File: src/rtl/csr_pkg.sv
// Shared CSR addresses, trap cause codes and enums for the machine-mode CSR/trap block.
package csr_pkg;

    localparam logic [11:0] CSR_MSTATUS  = 12'h300;
    localparam logic [11:0] CSR_MIE      = 12'h304;
    localparam logic [11:0] CSR_MTVEC    = 12'h305;
    localparam logic [11:0] CSR_MSCRATCH = 12'h340;
    localparam logic [11:0] CSR_MEPC     = 12'h341;
    localparam logic [11:0] CSR_MCAUSE   = 12'h342;
    localparam logic [11:0] CSR_MIP      = 12'h344;
    localparam logic [11:0] CSR_MCYCLE   = 12'hB00;
    localparam logic [11:0] CSR_MCYCLEH  = 12'hB80;
    localparam logic [11:0] CSR_MHARTID  = 12'hF14;

    localparam logic [31:0] CAUSE_ILLEGAL   = 32'h0000_0002;
    localparam logic [31:0] CAUSE_ECALL     = 32'h0000_000B;
    localparam logic [31:0] CAUSE_EXT_IRQ   = 32'h8000_000B;
    localparam logic [31:0] CAUSE_TIMER_IRQ = 32'h8000_0007;

    typedef enum logic [2:0] {
        ST_IDLE,
        ST_DRAIN,
        ST_SAVE,
        ST_REDIRECT,
        ST_RET
    } trap_state_e;

    typedef enum logic [1:0] {
        OP_NONE = 2'b00,
        OP_RW   = 2'b01,
        OP_RS   = 2'b10,
        OP_RC   = 2'b11
    } csr_op_e;

endpackage

File: src/rtl/csr_regfile.sv
// Machine-mode CSR storage, read mux, read-modify-write ops and the 64-bit cycle counter.
// Trap save and mret updates arrive only outside IDLE, so they never collide with software writes.
module csr_regfile
    import csr_pkg::*;
#(
    parameter int unsigned     XLEN        = 32,
    parameter logic [XLEN-1:0] RESET_MTVEC = '0,
    parameter int unsigned     HART_ID     = 0
) (
    input  logic            clk,
    input  logic            reset,
    input  logic            i_wr_en,
    input  csr_op_e         i_op,
    input  logic [11:0]     i_addr,
    input  logic [XLEN-1:0] i_wdata,
    output logic [XLEN-1:0] o_rdata,
    input  logic            i_save_en,
    input  logic [XLEN-3:0] i_save_pc,
    input  logic [XLEN-1:0] i_save_cause,
    input  logic            i_mret_en,
    input  logic            i_ext_irq,
    input  logic            i_timer_irq,
    output logic [XLEN-1:0] o_mtvec,
    output logic [XLEN-1:0] o_mepc,
    output logic            o_ext_pend,
    output logic            o_tmr_pend
);

    logic            r_mie_bit;
    logic            r_mpie;
    logic            r_meie;
    logic            r_mtie;
    logic [XLEN-3:0] r_mtvec;
    logic [XLEN-3:0] r_mepc;
    logic [XLEN-1:0] r_mcause;
    logic [XLEN-1:0] r_mscratch;
    logic [63:0]     r_mcycle;

    logic [XLEN-1:0] w_mstatus;
    logic [XLEN-1:0] w_mie;
    logic [XLEN-1:0] w_mip;
    logic [XLEN-1:0] w_old;
    logic [XLEN-1:0] w_new;
    logic            w_we;

    always_comb begin
        w_mstatus        = '0;
        w_mstatus[12:11] = 2'b11;
        w_mstatus[7]     = r_mpie;
        w_mstatus[3]     = r_mie_bit;
        w_mie            = '0;
        w_mie[11]        = r_meie;
        w_mie[7]         = r_mtie;
        w_mip            = '0;
        w_mip[11]        = i_ext_irq;
        w_mip[7]         = i_timer_irq;
    end

    always_comb begin
        case (i_addr)
            CSR_MSTATUS:  w_old = w_mstatus;
            CSR_MIE:      w_old = w_mie;
            CSR_MIP:      w_old = w_mip;
            CSR_MTVEC:    w_old = {r_mtvec, 2'b00};
            CSR_MEPC:     w_old = {r_mepc, 2'b00};
            CSR_MCAUSE:   w_old = r_mcause;
            CSR_MSCRATCH: w_old = r_mscratch;
            CSR_MCYCLE:   w_old = XLEN'(r_mcycle[31:0]);
            CSR_MCYCLEH:  w_old = XLEN'(r_mcycle[63:32]);
            CSR_MHARTID:  w_old = XLEN'(HART_ID);
            default:      w_old = '0;
        endcase
    end

    always_comb begin
        case (i_op)
            OP_RW:   w_new = i_wdata;
            OP_RS:   w_new = w_old | i_wdata;
            OP_RC:   w_new = w_old & ~i_wdata;
            default: w_new = w_old;
        endcase
    end

    // Set/clear with a zero mask must not write (no side effects on read-only CSRs)
    assign w_we = i_wr_en && ((i_op == OP_RW) ||
                  (((i_op == OP_RS) || (i_op == OP_RC)) && (i_wdata != '0)));

    always_ff @(posedge clk or posedge reset) begin
        if (reset) begin
            r_mie_bit  <= 1'b0;
            r_mpie     <= 1'b0;
            r_meie     <= 1'b0;
            r_mtie     <= 1'b0;
            r_mtvec    <= RESET_MTVEC[XLEN-1:2];
            r_mepc     <= '0;
            r_mcause   <= '0;
            r_mscratch <= '0;
        end else if (i_save_en) begin
            r_mepc    <= i_save_pc;
            r_mcause  <= i_save_cause;
            r_mpie    <= r_mie_bit;
            r_mie_bit <= 1'b0;
        end else if (i_mret_en) begin
            r_mie_bit <= r_mpie;
            r_mpie    <= 1'b1;
        end else if (w_we) begin
            case (i_addr)
                CSR_MSTATUS: begin
                    r_mie_bit <= w_new[3];
                    r_mpie    <= w_new[7];
                end
                CSR_MIE: begin
                    r_meie <= w_new[11];
                    r_mtie <= w_new[7];
                end
                CSR_MTVEC:    r_mtvec    <= w_new[XLEN-1:2];
                CSR_MEPC:     r_mepc     <= w_new[XLEN-1:2];
                CSR_MCAUSE:   r_mcause   <= w_new;
                CSR_MSCRATCH: r_mscratch <= w_new;
                default: ;
            endcase
        end
    end

    // A software write replaces the increment for that cycle
    always_ff @(posedge clk or posedge reset) begin
        if (reset) begin
            r_mcycle <= '0;
        end else if (w_we && (i_addr == CSR_MCYCLE)) begin
            r_mcycle[31:0] <= w_new[31:0];
        end else if (w_we && (i_addr == CSR_MCYCLEH)) begin
            r_mcycle[63:32] <= w_new[31:0];
        end else begin
            r_mcycle <= r_mcycle + 64'd1;
        end
    end

    assign o_rdata    = w_old;
    assign o_mtvec    = {r_mtvec, 2'b00};
    assign o_mepc     = {r_mepc, 2'b00};
    assign o_ext_pend = r_mie_bit & r_meie & i_ext_irq;
    assign o_tmr_pend = r_mie_bit & r_mtie & i_timer_irq;

endmodule

File: src/rtl/csr_trap_unit.sv
// CSR file plus trap sequencer: drains the pipe, saves mepc/mcause, redirects fetch to mtvec or mepc.
// Exception entry redirects 3 cycles after detection (pipe idle); mret redirects 1 cycle after.
module csr_trap_unit
    import csr_pkg::*;
#(
    parameter int unsigned     XLEN        = 32,
    parameter logic [XLEN-1:0] RESET_MTVEC = 32'h0000_0000,
    parameter int unsigned     HART_ID     = 0
) (
    input  logic            clk,
    input  logic            reset,
    input  logic            csr_write_i,
    input  logic [2:0]      csr_func3_i,
    input  logic [11:0]     csr_addr_i,
    input  logic [XLEN-1:0] csr_wdata_i,
    output logic [XLEN-1:0] csr_rdata_o,
    input  logic            ecall_i,
    input  logic            illegal_i,
    input  logic            mret_i,
    input  logic [XLEN-1:0] exc_pc_i,
    input  logic [XLEN-1:0] next_pc_i,
    input  logic            ext_irq_i,
    input  logic            timer_irq_i,
    input  logic            pipe_idle_i,
    output logic            stall_o,
    output logic            flush_o,
    output logic            redirect_o,
    output logic [XLEN-1:0] redirect_pc_o
);

    trap_state_e     r_state;
    logic            r_stall;
    logic            r_flush;
    logic            r_redirect;
    logic [XLEN-3:0] r_trap_pc;
    logic [XLEN-1:0] r_trap_cause;

    logic            w_idle;
    logic            w_ext_pend;
    logic            w_tmr_pend;
    logic            w_trap;
    logic            w_wr_en;
    logic [XLEN-3:0] w_pc;
    logic [XLEN-1:0] w_cause;
    logic [XLEN-1:0] w_mtvec;
    logic [XLEN-1:0] w_mepc;
    logic [4:0]      w_unused_bits;

    // The immediate flag only steers the operand mux upstream; PCs are word aligned
    assign w_unused_bits = {csr_func3_i[2], exc_pc_i[1:0], next_pc_i[1:0]};

    assign w_idle  = (r_state == ST_IDLE);
    assign w_trap  = w_idle & (illegal_i | ecall_i | w_ext_pend | w_tmr_pend);
    assign w_wr_en = csr_write_i & w_idle & ~w_trap;

    always_comb begin
        w_cause = XLEN'(CAUSE_TIMER_IRQ);
        w_pc    = next_pc_i[XLEN-1:2];
        if (illegal_i) begin
            w_cause = XLEN'(CAUSE_ILLEGAL);
            w_pc    = exc_pc_i[XLEN-1:2];
        end else if (ecall_i) begin
            w_cause = XLEN'(CAUSE_ECALL);
            w_pc    = exc_pc_i[XLEN-1:2];
        end else if (w_ext_pend) begin
            w_cause = XLEN'(CAUSE_EXT_IRQ);
        end
    end

    csr_regfile #(
        .XLEN        (XLEN),
        .RESET_MTVEC (RESET_MTVEC),
        .HART_ID     (HART_ID)
    ) u_regfile (
        .clk          (clk),
        .reset        (reset),
        .i_wr_en      (w_wr_en),
        .i_op         (csr_op_e'(csr_func3_i[1:0])),
        .i_addr       (csr_addr_i),
        .i_wdata      (csr_wdata_i),
        .o_rdata      (csr_rdata_o),
        .i_save_en    (r_state == ST_SAVE),
        .i_save_pc    (r_trap_pc),
        .i_save_cause (r_trap_cause),
        .i_mret_en    (r_state == ST_RET),
        .i_ext_irq    (ext_irq_i),
        .i_timer_irq  (timer_irq_i),
        .o_mtvec      (w_mtvec),
        .o_mepc       (w_mepc),
        .o_ext_pend   (w_ext_pend),
        .o_tmr_pend   (w_tmr_pend)
    );

    // Outputs are registered against the state being entered
    always_ff @(posedge clk or posedge reset) begin
        if (reset) begin
            r_state      <= ST_IDLE;
            r_stall      <= 1'b0;
            r_flush      <= 1'b0;
            r_redirect   <= 1'b0;
            r_trap_pc    <= '0;
            r_trap_cause <= '0;
        end else begin
            r_stall    <= 1'b0;
            r_flush    <= 1'b0;
            r_redirect <= 1'b0;
            case (r_state)
                ST_IDLE: begin
                    if (w_trap) begin
                        r_state      <= ST_DRAIN;
                        r_stall      <= 1'b1;
                        r_trap_pc    <= w_pc;
                        r_trap_cause <= w_cause;
                    end else if (mret_i) begin
                        r_state    <= ST_RET;
                        r_flush    <= 1'b1;
                        r_redirect <= 1'b1;
                    end
                end
                ST_DRAIN: begin
                    r_stall <= 1'b1;
                    if (pipe_idle_i) begin
                        r_state <= ST_SAVE;
                    end
                end
                ST_SAVE: begin
                    r_state    <= ST_REDIRECT;
                    r_stall    <= 1'b1;
                    r_flush    <= 1'b1;
                    r_redirect <= 1'b1;
                end
                default: begin
                    r_state <= ST_IDLE;
                end
            endcase
        end
    end

    assign stall_o       = r_stall;
    assign flush_o       = r_flush;
    assign redirect_o    = r_redirect;
    assign redirect_pc_o = (r_state == ST_REDIRECT) ? w_mtvec :
                           (r_state == ST_RET)      ? w_mepc  : '0;

endmodule

File: config.mk
export PLATFORM = sky130hd
export DESIGN_NAME = csr_trap_unit
export DESIGN_NICKNAME = d
export VERILOG_FILES = /design/src/rtl/csr_pkg.sv /design/src/rtl/csr_regfile.sv /design/src/rtl/csr_trap_unit.sv
export SDC_FILE = /design/constraint.sdc
export NUM_CORES = 1
export LEC_CHECK = 0
export BUFFER_PORTS_ARGS = -buffer_cell sky130_fd_sc_hd__buf_2
export CORE_UTILIZATION = 58
export DETAILED_ROUTE_END_ITERATION = 16
export PLACE_DENSITY_LB_ADDON = 0.2
export SYNTH_ARGS = -nofsm -noshare
export SYNTH_HDL_FRONTEND = slang
export SYNTH_SLANG_ARGS = --single-unit
File: constraint.sdc
create_clock -name clk -period 9.17 [get_ports clk]
set_clock_uncertainty 0.15 [all_clocks]
set_input_delay 0.4585 -clock clk [delete_from_list [all_inputs] [get_ports clk]]
set_output_delay 0.4585 -clock clk [all_outputs]
set_load 0.02 [all_outputs]
==> summary.txt, run 1 <==
Die W -> 159 um
Nets -> 1,825
Async SR Flop Fraction -> 1.00
P_leak -> 7.07 nW
Total gr overflow -> 0
CP max stage delay -> 1.04 ns
Routed wire length -> 51.8 mm
Max-cap viol count -> 0
Worst Tran Pin Value -> 1.25 ns
Final Wtd Congestion -> 1.01
Mapped Avg Cell Area -> 8.97 um2
Fin crit share -> 0.474
Register area -> 5810 um2
Clock Latency Late Sink -> 0.53 ns
Via Count -> 14,600
Share of cells above drive strength 1 -> 0.188
HPWL after DPL -> 35.9 mm
H-tree lvl count -> 1
Die Y -> 159 um
#FFs+latches synth -> 232
First-pass GRT wire length -> 79.3 mm
Clock network power share -> 0.352
# fillers -> 2,003
Iteration count of the initial detailed-routing pass -> 8
PortBufs -> 179
Count leader, synth -> dfrtp_1
Seq pwr share -> 0.451
Multi-input logic area -> 7920 um2
PwrDens -> 180 nW/um2
CP endpoint kind -> primary output
Pwr Total -> 0.00291 W
Crit path arrival time -> 3.73 ns
Setup TNS Final -> 0 ns
Row cnt -> 57
Initial Utilization -> 0.591
Setup Crit Path Kind -> input port to primary output
Area growth, synth to finish -> 12.7%
Most used cell, CP -> buf_4
CP Cell Sequence -> buf_2 > buf_4 > nor4_4 > buf_4 > and4_1 > buf_4 > a2111oi_0 > inv_1 > buf_2
CTS tree -> yes
Ys flop type -> dfrtp_1
Synth warnings -> 0
Largest net degree at the start of global routing -> 87
Total CTS buffers -> 26
WP data required -> 8.56 ns
Sw Ratio -> 0.320
Core area -> 24,300 um2
Mapped cell area -> 14,400 um2
Endpoints failing hold -> 0
Internal power -> 0.00198 W
Netlist cell types -> 97
WHS -> 0.0611 ns
Clk sinks -> 232
Clock Pin Slew Worst Setup and Hold Paths -> 0.06 ns
Area leader, netlist -> dfrtp_1
Comb pwr share -> 0.197
Fin area -> 16,200 um2
Post-synth EDFFs -> 0
CTS Root Cell -> clkbuf_16
Max IR drop VDD -> 0.000190 V
Fin cells -> 2,045
RSZ-0062 raised after global routing -> false
Most instantiated cells after synthesis -> dfrtp_1 (232), nand2_1 (187), o21ai_0 (110)
Postcts setup bufs -> 0
I/O pin count -> 187
Vias/cell -> 7.12
Die area -> 25,400 um2
Routed WL per cell -> 25.4 um
Hold-fix buffers, CTS -> 1
Status -> completed
Synth area leaders -> dfrtp_1 (40%), mux2i_1 (6.1%), nand2_1 (4.9%)
Placed Cells -> 1,999
CP delay by family, top -> buffers and inverters
Final min period -> 4.34 ns
Worst-path maximum fanout -> 44
Mapped Cells -> 1,602
Worst hold path type -> input port to flop
Final ANT Viol Nets -> 0
Post-DP Area -> 15,400 um2
Worst slew margin -> 0.147
Initial drt markers -> 2,071
Worst Path Buf+Inv -> 6
Yosys top cell area share -> 0.404
Sequential share of the synthesized area -> 0.404
Sw power -> 0.000931 W
CP Launch Type -> input port
Final Max Slew Viols -> 0
Drt drc -> 0
Max Fclk -> 230 MHz
Vias in the first global route -> 13,700
Initial antenna violation count -> 3
Worst-case clock buffer depth -> 3
Resized cells post-CTS -> 0
Slowest CP cell -> a2111oi_0
Final setup viols -> 0
Total global routing track utilization -> 0.404
## registers in the layout, summed over array words and instances, names as in the netlist, 3 cells and up
signal                cells
u_regfile.r_mscratch     32
r_trap_pc                30
u_regfile.r_mepc         30
u_regfile.r_mcycle       64
u_regfile.r_mcause       32
r_state                   3
u_regfile.r_mtvec        30
r_trap_cause              5
## layout by cell type, fill, tap and decap left out, types with 40 or more instances in the layout
cell      netlist  layout
dfrtp_1       232     232
nand2_1       187     186
buf_2          36     179
o21ai_0       110     109
nand3_1        99      99
mux2i_1        87      87
nor2_1         79      77
a21oi_1        67      67
nor4_1         44      44
o211ai_1       42      42
nand4_1        40      40
## routing by layer
layer	routed length, um	track usage	vias to the layer above
met5	23	0	-
met4	3080	0.213	4
met3	6440	0.0891	196
met2	22900	0.619	1120
met1	19400	0.539	6965
li1	-	-	6268
## final cells by class
cell class | count | share of cell area
clock buffers | 39 | 0.0470
clock inverters | 5 | 0.00309
well taps | 324 | 0.0250
flip-flops and latches | 232 | 0.358
repair buffers | 213 | 0.0712
inverters | 23 | 0.00579
diodes | 1 | 0.000155
multi-input cells | 1208 | 0.489
## metrics by stage
stage | worst slack [ns] | util
after floorplan | 2.20 | -
final | 4.83 | 0.666
after global routing | 4.87 | 0.666
after CTS | 5.05 | 0.666
after detailed placement | 4.83 | 0.632
after global placement | 4.92 | 0.632
## worst paths after layout
check,from,cells past startpoint,slack [ns],end
worst max-delay path,csr_addr_i[7],9,4.83,csr_rdata_o[18]
worst min-delay path,pipe_idle_i,3,0.06,r_state[0]
worst max register to register,r_state[2],4,5.78,u_regfile.r_mcycle[26]
worst min register to register,r_trap_pc[6],2,0.33,r_trap_pc[6]
max in group asynchronous,reset,4,6.98,u_regfile.r_mcycle[8]
min in group asynchronous,reset,3,0.41,r_trap_pc[14]
## power by group through the flow
stage	Combinational (W)	Sequential (W)	Clock, W
after detailed placement	0.000562	0.00132	0
after CTS	0.000566	0.00131	0.00102
after floorplan	0.000409	0.00128	0
after global placement	0.000545	0.00132	0
after global routing	0.000629	0.00133	0.00106
final	0.000572	0.00131	0.00102
## logic make-up after synthesis
family / synth area share
buffers and inverters: 0.0505
and+or+nand+nor: 0.226
AOI/OAI and AO/OA: 0.231
muxes: 0.0708
xor gates and xnor gates: 0.0159
DFF: 0.404
adders and majority gates: 0.000871
other: 0.000261
## tightest hold or removal path: stages
cell and delay [ns]:
buf_2 0.10, o21a_1 0.10, a211oi_1 0.04
No activity file was read; power rests on OpenSTA's default activity.
==> run 2, diff against run 1 <==
==> constraint.sdc (replaced) <==
create_clock -name clk -period 4.55 [get_ports clk]
set_clock_uncertainty 0.15 [all_clocks]
set_input_delay 0.2275 -clock clk [delete_from_list [all_inputs] [get_ports clk]]
set_output_delay 0.2275 -clock clk [all_outputs]
set_load 0.02 [all_outputs]
==> run 2 against run 1 <==
Die area unchanged; critical endpoint is now csr_rdata_o[25]; first-iteration DRC count up 8.5%; count of clock-buffer cells in the layout down 8; worst setup slack worse by 3.8 ns; largest power group unchanged; sequential power up 100%; combinational power up 120%.
==> summary.txt, run 2 (synthesis results as in run 1) <==
Worst r2r src -> u_regfile.r_mcycle[0]
CTS Root Cell -> clkbuf_16
Max-cap viol count -> 0 (unchanged)
P_leak -> 7.50 nW (+6.1%)
Status -> completed
Pwr Total -> 0.00629 W (+120%)
Core area -> 24,300 um2 (unchanged)
Via Count -> 15,000 (+3.3%)
PortBufs -> 179 (unchanged)
Final setup viols -> 0 (unchanged)
Worst-case clock buffer depth -> 3 (unchanged)
Worst hold path type -> input port to flop
Most frequent cells in the layout -> dfrtp_1 (232), nand2_1 (186), buf_2 (179)
First-pass GRT wire length -> 83.2 mm (+4.9%)
Row cnt -> 57 (unchanged)
Comb pwr share -> 0.201 (+0.004)
Nets -> 1,907 (+4.5%)
Clk sinks -> 232 (unchanged)
Largest Register -> u_regfile.r_mcycle
Sw power -> 0.00198 W (+110%)
HPWL after DPL -> 37.0 mm (+3.1%)
Final Wtd Congestion -> 0.968 (-3.9%)
Seq pwr share -> 0.423 (-0.028)
Endpoints failing hold -> 0 (unchanged)
R2R depth -> 7 (+3)
Max Fclk -> 285 MHz
# fillers -> 1,864 (-6.9%)
Iteration count of the initial detailed-routing pass -> 5 (-3)
Clock network power share -> 0.376 (+0.024)
Vias/cell -> 7.06 (-0.82%)
FF-to-FF setup slack -> 1.07 ns (-4.71 ns)
Final min period -> 3.51 ns
CP endpoint -> csr_rdata_o[25]
WP data required -> 4.17 ns (-4.39 ns)
Share of cells above drive strength 1 -> 0.192 (+0.00467)
Crit path arrival time -> 3.13 ns (-0.60 ns)
Sw Ratio -> 0.314 (-0.00563)
Most common cell after layout, fill and taps aside -> dfrtp_1
Max IR drop VDD -> 0.000529 V (+180%)
Max reg flops -> 64 (unchanged)
Initial drt markers -> 2,246 (+8.5%)
Die Y -> 159 um (unchanged)
PwrDens -> 366 nW/um2 (+100%)
Worst Setup SP -> csr_addr_i[1]
H-tree lvl count -> 1 (unchanged)
Clock Pin Slew Worst Setup and Hold Paths -> 0.06 ns (about the same)
Largest net degree at the start of global routing -> 115 (+32%)
Worst-path maximum fanout -> 20 (-55%)
Die area -> 25,400 um2 (unchanged)
Routed WL per cell -> 25.5 um (+0.72%)
Die W -> 159 um (unchanged)
Initial Utilization -> 0.591 (unchanged)
Worst reg2reg path endpoint -> u_regfile.r_mcycle[50]
Drt drc -> 0 (unchanged)
Top flop regs -> u_regfile.r_mcycle (64), u_regfile.r_mcause (32), u_regfile.r_mscratch (32)
CTS tree -> yes
Fin cells -> 2,130 (+4.2%)
Total gr overflow -> 0 (unchanged)
Total global routing track utilization -> 0.425 (+0.0204)
Internal power -> 0.00431 W (+120%)
RSZ-0062 raised after global routing -> false
Clock Latency Late Sink -> 0.54 ns (about the same)
Vias in the first global route -> 14,200 (+4.2%)
Fin crit share -> 0.772
Final ANT Viol Nets -> 0 (unchanged)
Setup TNS Final -> 0 ns (unchanged)
CP endpoint kind -> primary output
CP Launch Type -> input port
Total CTS buffers -> 25 (-3.8%)
Routed wire length -> 54.4 mm (+4.9%)
Area growth, synth to finish -> 19.5%
Placed Cells -> 2,017 (+0.90%)
Initial antenna violation count -> 4 (+1)
Fin util -> 0.706 (+0.0400)
Worst Tran Pin Value -> 1.19 ns (-0.0527 ns)
I/O pin count -> 187 (unchanged)
Setup Crit Path Kind -> input port to primary output
Worst slew margin -> 0.199 (+0.0523)
Final Max Slew Viols -> 0 (unchanged)
run 2: cell types whose count changed in the layout (fill, tap and decap cells not counted), sizes merged:
| cell | before | now |
|---|---|---|
| clkinvlp | 0 | 4 |
| buf | 212 | 230 |
| clkinv | 4 | 3 |
| inv | 23 | 22 |
| clkbuf | 39 | 31 |
| diode | 1 | 3 |
| bufinv | 1 | 7 |
| dlygate4sd3 | 1 | 66 |
run 2: per-layer routing:
metal	GRT usage	wire length [um]	up-vias
met2	0.651	24300	1118
li1	-	-	6453
met5	0	11	-
met4	0.232	3260	2
met3	0.0810	6080	220
met1	0.570	20700	7240
run 2: layout make-up:
| cell class | count | area [um2] | share of cell area |
|---|---|---|---|
| Sequential cell | 232 | 5810 | 0.338 |
| Clock buffer | 31 | 688 | 0.0401 |
| Inverter | 23 | 90.1 | 0.00525 |
| Timing Repair Buffer | 296 | 2000 | 0.117 |
| Multi-Input combinational cell | 1208 | 7920 | 0.461 |
| Antenna cell | 3 | 7.51 | 0.000437 |
| Tap cell | 324 | 405 | 0.0236 |
| Clock inverter | 13 | 251 | 0.0146 |
run 2: power groups by stage:
| stage | logic [W] | clock network [W] | registers [W] |
|---|---|---|---|
| 2_1_floorplan | 0.000825 | 0 | 0.00258 |
| 3_3_place_gp | 0.00111 | 0 | 0.00266 |
| 3_5_place_dp | 0.00114 | 0 | 0.00268 |
| 4_1_cts | 0.00121 | 0.00236 | 0.00264 |
| 5_1_grt | 0.00137 | 0.00244 | 0.00270 |
| 6_report | 0.00126 | 0.00236 | 0.00266 |
run 2: metrics by stage:
| step | area (um2) | hold slack (ns) | setup WS (ns) |
|---|---|---|---|
| final | 17200 | 0.0394 | 1.04 |
| after global routing | 17200 | 0.0413 | 0.890 |
| after CTS | 17200 | 0.00705 | 1.19 |
| after detailed placement | 15600 | 0.0584 | 0.968 |
| after global placement | 15600 | 0.0613 | 0.962 |
| after floorplan | 14400 | 0.175 | 1.14 |
run 2: worst min path at each step:
stage | startpoint | to | cells past startpoint
4_1_cts | ext_irq_i | r_trap_cause[2] | 4
3_5_place_dp | reset | u_regfile.r_mepc[14] | 2
2_1_floorplan | illegal_i | r_trap_cause[3] | 1
3_3_place_gp | reset | u_regfile.r_mepc[14] | 2
6_report | csr_wdata_i[8] | u_regfile.r_mscratch[8] | 3
5_1_grt | csr_wdata_i[5] | u_regfile.r_mscratch[5] | 3
run 2: timing repair:
item,CTS,global route
hold buffers,66,0
setup buffers,0,0
endpoints found under the hold margin,170,0
gates resized for setup,0,0
run 2: critical path, cell delays in order:
cell and delay, ns:
buf_2 0.21, buf_4 0.30, or4b_2 0.73, nor3_2 0.88
a22oi_1 0.30, nand2_1 0.27, buf_2 0.20
